===== src/rtl/placement_eval_engine.sv =====
// Placement-cost evaluator: walks the edge ROM, fetches both endpoint positions
// and accumulates saturating wirelength, hop cost, longest edge and edge counters.
module placement_eval_engine #(
  parameter int EDGE_W   = 10,
  parameter int NODE_W   = 7,
  parameter int DATA_W   = 32,
  parameter int ACC_W    = 32,
  parameter int HOP_LOG2 = 1
) (
  input  logic                     clk,
  input  logic                     reset,
  input  logic                     start,
  input  logic [EDGE_W:0]          n_edge,
  output logic                     edge_re,
  output logic [EDGE_W-1:0]        edge_addr,
  input  logic [NODE_W-1:0]        edge_a,
  input  logic [NODE_W-1:0]        edge_b,
  output logic                     pos_re,
  output logic [NODE_W-1:0]        pos_addr,
  input  logic signed [DATA_W-1:0] pos_x,
  input  logic signed [DATA_W-1:0] pos_y,
  output logic                     busy,
  output logic                     done,
  output logic [ACC_W-1:0]         sum,
  output logic [ACC_W-1:0]         sum_hop,
  output logic [ACC_W-1:0]         max_len,
  output logic [EDGE_W:0]          unplaced,
  output logic [EDGE_W:0]          overlap
);

  localparam int DW2 = DATA_W + 2;
  localparam int CW  = EDGE_W + 1;
  localparam int SW  = ((ACC_W > DW2) ? ACC_W : DW2) + 1;
  localparam logic [DW2-1:0]    HOP_M1    = DW2'((1 << HOP_LOG2) - 1);
  localparam logic [DW2-1:0]    D_ONE     = DW2'(1);
  localparam logic [CW-1:0]     IDX_ONE   = CW'(1);
  localparam logic [ACC_W-1:0]  ACC_MAX_A = '1;
  localparam logic [SW-1:0]     ACC_MAX   = SW'(ACC_MAX_A);
  localparam logic [DATA_W-1:0] NEG_ONE   = '1;

  typedef enum logic [2:0] {
    S_IDLE, S_RD_EDGE, S_RD_A, S_RD_B, S_DIFF, S_ACC, S_DONE
  } state_t;

  state_t              state_q;
  logic [CW-1:0]       n_q, idx_q, unpl_q, ovl_q;
  logic [NODE_W-1:0]   b_q;
  logic [DATA_W-1:0]   ax_q, ay_q;
  logic [DATA_W:0]     dx_q, dy_q;
  logic                unpl_flag_q;
  logic                edge_re_q, pos_re_q, busy_q, done_q;
  logic [EDGE_W-1:0]   edge_addr_q;
  logic [ACC_W-1:0]    sum_q, hop_q, max_q;

  logic [DATA_W:0]     diff_x_s, diff_y_s, dx_d, dy_d;
  logic [DW2-1:0]      d_s, cx_s, cy_s, hop_s, d_m1_s, hop_m1_s;
  logic [SW-1:0]       sum_ext_s, hop_ext_s, d_ext_s;
  logic [ACC_W-1:0]    sum_d, hop_d, max_cand_s, max_d;
  logic [CW-1:0]       idx_nx_s;
  logic [NODE_W-1:0]   pos_addr_s;

  // Edge arithmetic: absolute differences, hop ceilings and saturating sums
  always_comb begin
    diff_x_s = {ax_q[DATA_W-1], ax_q} - {pos_x[DATA_W-1], pos_x};
    diff_y_s = {ay_q[DATA_W-1], ay_q} - {pos_y[DATA_W-1], pos_y};
    dx_d     = diff_x_s[DATA_W] ? -diff_x_s : diff_x_s;
    dy_d     = diff_y_s[DATA_W] ? -diff_y_s : diff_y_s;
    d_s      = {1'b0, dx_q} + {1'b0, dy_q};
    cx_s     = ({1'b0, dx_q} + HOP_M1) >> HOP_LOG2;
    cy_s     = ({1'b0, dy_q} + HOP_M1) >> HOP_LOG2;
    hop_s    = cx_s + cy_s;
    d_m1_s   = (d_s == '0) ? '0 : d_s - D_ONE;
    hop_m1_s = (hop_s == '0) ? '0 : hop_s - D_ONE;
    sum_ext_s = SW'(sum_q) + SW'(d_m1_s);
    hop_ext_s = SW'(hop_q) + SW'(hop_m1_s);
    d_ext_s   = SW'(d_s);
    sum_d      = (sum_ext_s > ACC_MAX) ? ACC_MAX_A : sum_ext_s[ACC_W-1:0];
    hop_d      = (hop_ext_s > ACC_MAX) ? ACC_MAX_A : hop_ext_s[ACC_W-1:0];
    max_cand_s = (d_ext_s > ACC_MAX) ? ACC_MAX_A : d_ext_s[ACC_W-1:0];
    max_d      = (max_cand_s > max_q) ? max_cand_s : max_q;
    idx_nx_s   = idx_q + IDX_ONE;
    // Endpoint a comes straight from the edge ROM, which holds it until the next edge read
    if (state_q == S_RD_B) begin
      pos_addr_s = b_q;
    end else begin
      pos_addr_s = edge_a;
    end
  end

  // Control FSM with registered read strobes, status and result registers
  always_ff @(posedge clk) begin
    if (reset) begin
      state_q     <= S_IDLE;
      n_q         <= '0;
      idx_q       <= '0;
      unpl_q      <= '0;
      ovl_q       <= '0;
      b_q         <= '0;
      ax_q        <= '0;
      ay_q        <= '0;
      dx_q        <= '0;
      dy_q        <= '0;
      unpl_flag_q <= 1'b0;
      edge_re_q   <= 1'b0;
      pos_re_q    <= 1'b0;
      busy_q      <= 1'b0;
      done_q      <= 1'b0;
      edge_addr_q <= '0;
      sum_q       <= '0;
      hop_q       <= '0;
      max_q       <= '0;
    end else begin
      edge_re_q <= 1'b0;
      pos_re_q  <= 1'b0;
      done_q    <= 1'b0;
      case (state_q)
        S_IDLE: begin
          if (start) begin
            sum_q       <= '0;
            hop_q       <= '0;
            max_q       <= '0;
            unpl_q      <= '0;
            ovl_q       <= '0;
            n_q         <= n_edge;
            idx_q       <= '0;
            edge_addr_q <= '0;
            if (n_edge == '0) begin
              state_q <= S_DONE;
              done_q  <= 1'b1;
            end else begin
              state_q   <= S_RD_EDGE;
              edge_re_q <= 1'b1;
              busy_q    <= 1'b1;
            end
          end
        end
        S_RD_EDGE: begin
          pos_re_q <= 1'b1;
          state_q  <= S_RD_A;
        end
        S_RD_A: begin
          b_q      <= edge_b;
          pos_re_q <= 1'b1;
          state_q  <= S_RD_B;
        end
        S_RD_B: begin
          ax_q    <= pos_x;
          ay_q    <= pos_y;
          state_q <= S_DIFF;
        end
        S_DIFF: begin
          dx_q        <= dx_d;
          dy_q        <= dy_d;
          unpl_flag_q <= (ax_q == NEG_ONE) || (pos_x == NEG_ONE);
          state_q     <= S_ACC;
        end
        S_ACC: begin
          if (unpl_flag_q) begin
            unpl_q <= unpl_q + IDX_ONE;
          end else begin
            sum_q <= sum_d;
            hop_q <= hop_d;
            max_q <= max_d;
            if (d_s == '0) begin
              ovl_q <= ovl_q + IDX_ONE;
            end
          end
          idx_q <= idx_nx_s;
          if (idx_nx_s == n_q) begin
            state_q <= S_DONE;
            done_q  <= 1'b1;
            busy_q  <= 1'b0;
          end else begin
            state_q     <= S_RD_EDGE;
            edge_re_q   <= 1'b1;
            edge_addr_q <= idx_nx_s[EDGE_W-1:0];
          end
        end
        S_DONE: begin
          state_q <= S_IDLE;
        end
        default: begin
          state_q <= S_IDLE;
        end
      endcase
    end
  end

  assign edge_re   = edge_re_q;
  assign edge_addr = edge_addr_q;
  assign pos_re    = pos_re_q;
  assign pos_addr  = pos_addr_s;
  assign busy      = busy_q;
  assign done      = done_q;
  assign sum       = sum_q;
  assign sum_hop   = hop_q;
  assign max_len   = max_q;
  assign unplaced  = unpl_q;
  assign overlap   = ovl_q;

endmodule


===== config.mk =====
export PLATFORM = sky130hd
export DESIGN_NAME = placement_eval_engine
export DESIGN_NICKNAME = d
export VERILOG_FILES = /design/src/rtl/placement_eval_engine.sv
export SDC_FILE = /design/constraint.sdc
export NUM_CORES = 1
export LEC_CHECK = 0
export CAP_MARGIN = 20
export CORE_MARGIN = 3
export CORE_UTILIZATION = 30
export CTS_BUF_LIST = sky130_fd_sc_hd__clkbuf_2 sky130_fd_sc_hd__clkbuf_4 sky130_fd_sc_hd__clkbuf_8
export DETAILED_ROUTE_END_ITERATION = 10
export PLACE_DENSITY_LB_ADDON = 0.2
export REMOVE_ABC_BUFFERS = 1
export SLEW_MARGIN = 5
export SYNTH_ARGS = -nofsm -noshare
export SYNTH_HDL_FRONTEND = slang
export SYNTH_SLANG_ARGS = --single-unit

===== constraint.sdc =====
create_clock -name clk -period 17.24 [get_ports clk]
set_input_delay 2.586 -clock clk [delete_from_list [all_inputs] [get_ports clk]]
set_output_delay 2.586 -clock clk [all_outputs]
set_load 0.03 [all_outputs]

==> summary.md <==
| Metric | Value |
|---|---|
| Max VDD drop | `about 0.07 mV` |
| Post-route total power | `2.79 mW` |
| Synth cell types | `103` |
| Total Routed Length | `90,600 um` |
| Reg-to-reg slack, setup | `between 8 and 9 ns` |
| Syn Std Cell Area | `27,700 sq um` |
| Setup TNS | `0 ns` |
| Clk root buf | `clkbuf_8` |
| Worst-Margin Slew | `1.07 ns` |
| Number of synthesized flops with an enable pin | `0` |
| Logic pwr share | `0.436` |
| Sw Share | `0.396` |
| Total GRT Usage | `0.183` |
| Min Clock Period, post-route | `8.94 ns` |
| Global-route wire length before repair | `144,000 um` |
| Most frequent cells in the layout | `nand2_1, nor2_1, a21oi_1` |
| Max-cap violations | `0` |
| Final setup violation count | `0` |
| Nets | `about 4,300` |
| Hold path start | `ay_q[13]` |
| Reg power frac | `0.259` |
| Die Y | `~310 um` |
| Sequential area share after synthesis | `0.213` |
| Drt wl/cell | `17.6 um` |
| Crit Path Category | `reg2reg` |
| Mapped Avg Cell Area | `7.33 sq um` |
| Fin Hold WS | `0.457 ns` |
| Slew headroom | `0.289` |
| DR DRC count | `0` |
| Tcrit/Tclk final | `0.518` |
| Placed insts | `5,035` |
| Worst endpoint required time | `17.84 ns` |
| Seq cells post-synth | `roughly 300` |
| FF-to-FF Start | `dx_q[1]` |
| Dpl ws | `about 8.4 ns` |
| Initial antenna violation count | `2` |
| Primary FF master, synth | `dfxtp_1` |
| Clock power frac | `0.305` |
| Sink Count | `295` |
| Post-DR vias/cell | `5.25` |
| Max Slew Vio Count | `0` |
| Int Power | `1.69 mW` |
| Gpl congestion | `0.932` |
| Clock Latency Late Sink | `roughly 0.67 ns` |
| # hold bufs at CTS | `0` |
| Buffer count from post-CTS setup fixing | `0` |
| First DRT Iteration DRCs | `1,613` |
| Setup crit end kind | `register` |
| RSZ-0062 raised after global routing | `no` |
| Fin worst setup slack | `8.30 ns` |
| CP Launch Type | `register` |
| Worst Path Arrival | `9.54 ns` |
| R2R Path End | `sum_hop[8]` |
| Hold EP | `ay_q[13]` |
| Vias in the first global route | `25,400` |
| Crit-path max FO | `32` |
| Largest net degree at the start of global routing | `140` |
| Status | `complete, no violations` |
| CTS clock-pin slew for the worst setup and hold paths | `0.06 ns` |
| Core footprint | `90,700 sq um` |
| Hold depth | `2` |
| Clock buffer depth | `3` |
| Slowest cell on crit path | `o21ai_4` |
| Die area | `95,900 sq um` |
| Most common cell after layout, fill and taps aside | `nand2_1` |
| CTS buffer count | `58` |
| Fmax | `112 MHz` |
| Max incr delay on CP | `0.74 ns` |
| Total iterations of the first detailed-routing run | `6` |
| Max H-tree Level | `2` |
| Port Buffers | `230` |
| Synthesis-to-layout area growth | `17.0%` |
| Die width | `310 um` |
| CTS tree | `built` |
| Final hold vios | `0` |
| Worst clock skew | `0.0374 ns` |
| Antenna Nets Post-Route | `0` |
| Gr ovfl total | `0` |
| Worst Hold Class | `reg2reg` |
| Async SR Flop Fraction | `0` |
| Share of post-route cells with drive strength above 1 | `0.0494` |
| DP Wirelength | `71,200 um` |
| Lkg Pwr | `13.3 nW` |
| Num rows | `110` |
| R2R cell count | `33` |
| PostCTS Resize Cnt | `0` |
| Synth warn | `0` |
| Power Density | `86.2 nW/um^2` |
| Post-Syn Instances | `3,775` |
| Non-Filler Instances | `between 5,000 and 6,000` |
| Initial Util | `0.305` |
| Via count | `27,000` |
| Net Switching | `1.10 mW` |
| Ports | `231` |
[worst max-delay path, delay by kind of cell (launching register included)]
family	cells	cell delay (ns)
AOI/OAI and AO/OA	14	4.02
and+or+nand+nor	13	2.70
adders and majority gates	3	1.03
DFF	1	0.47
xor gates and xnor gates	2	0.33
buffers and inverters	1	0.32
[logic make-up (layout without fill, tap and decap cells)]
logic type	count (synthesis)	after routing	synth area share
other	0	1	0
adder cells (fa/ha/maj)	244	244	0.112
XOR/XNOR	349	349	0.111
flip-flops	295	295	0.213
AO/OA/AOI/OAI	1090	1090	0.257
buffers and inverters	332	523	0.0466
multiplexers	44	44	0.0160
AND/OR/NAND/NOR	1421	1421	0.245
[power groups by stage]
stage               combinational (mW)  sequential, mW  clock, mW
detailed placement                1.21           0.737          0
global placement                  1.22           0.736          0
finish                            1.22           0.722      0.853
CTS                               1.22           0.722      0.889
global route                      1.36           0.724      0.912
floorplan                        0.884           0.732          0
[worst max path at each step]
stage             from     endpoint  slack [ns]  cells past startpoint
2_1_floorplan  dx_q[1]  sum_hop[10]        8.31                     32
3_3_place_gp   dy_q[2]  sum_hop[11]        8.52                     33
3_5_place_dp   dx_q[1]  sum_hop[21]        8.37                     33
4_1_cts        dy_q[2]  sum_hop[21]        8.36                     33
5_1_grt        dy_q[2]   sum_hop[7]        7.36                     33
6_report       dx_q[1]   sum_hop[8]        8.30                     33
[through the flow]
step	utilization	instance area, sq um
floorplan	-	27000
global placement	0.342	31000
detailed placement	0.342	31000
CTS	0.357	32400
global route	0.357	32400
finish	0.357	32400
[cell usage after synthesis (all sizes together) (23+ instances only)]
| library cell | instances | area share |
|---|---|---|
| nand2b | 54 | 0.012 |
| nor3 | 80 | 0.015 |
| buf | 31 | 0.0058 |
| or3 | 33 | 0.0075 |
| xnor2 | 221 | 0.070 |
| o21bai | 23 | 0.0062 |
| o21a | 82 | 0.022 |
| mux2i | 41 | 0.015 |
| nand4 | 78 | 0.018 |
| clkbuf | 134 | 0.018 |
| o21ai | 154 | 0.028 |
| a21oi | 411 | 0.075 |
| a211oi | 73 | 0.020 |
| nand2 | 427 | 0.058 |
| a21o | 96 | 0.026 |
| nor4 | 29 | 0.0079 |
| dfxtp | 295 | 0.21 |
| and3 | 52 | 0.012 |
| nand3 | 92 | 0.017 |
| nor2 | 422 | 0.057 |
| ha | 238 | 0.11 |
| nor2b | 32 | 0.0072 |
| and2 | 48 | 0.011 |
| a31oi | 26 | 0.0059 |
| xor2 | 128 | 0.041 |
| a311oi | 46 | 0.015 |
| inv | 166 | 0.023 |
[metal layers]
metal | vias to the layer above | global-route usage | share of wire
met4 | 2 | 0.0531 | 0.029
met1 | 12500 | 0.259 | 0.49
met3 | 113 | 0.0220 | 0.037
met5 | - | 0 | 0.00014
met2 | 476 | 0.292 | 0.44
li1 | 13900 | - | -
[area by class of cell]
type,count,area [sq um]
multi-input cells,3148,20500
diodes,1,2.50
fillers,9629,58300
clock buffers,90,1160
clock inverters,17,235
flip-flops and latches,295,5910
well taps,1176,1470
repair buffers,249,2450
inverters,167,627
[state kept, by name (all words and copies together) (netlist names)]
name / flops
edge_re: 1
b_q: 7
idx_q: 11
busy: 1
n_q: 11
sum_hop: 32
edge_addr: 10
overlap: 11
dy_q: 33
unpl_flag_q: 1
done: 1
unplaced: 11
dx_q: 33
sum: 32
state_q: 3
max_len: 32
pos_re: 1
ax_q: 32
ay_q: 32
No activity file was read; power rests on OpenSTA's default activity.
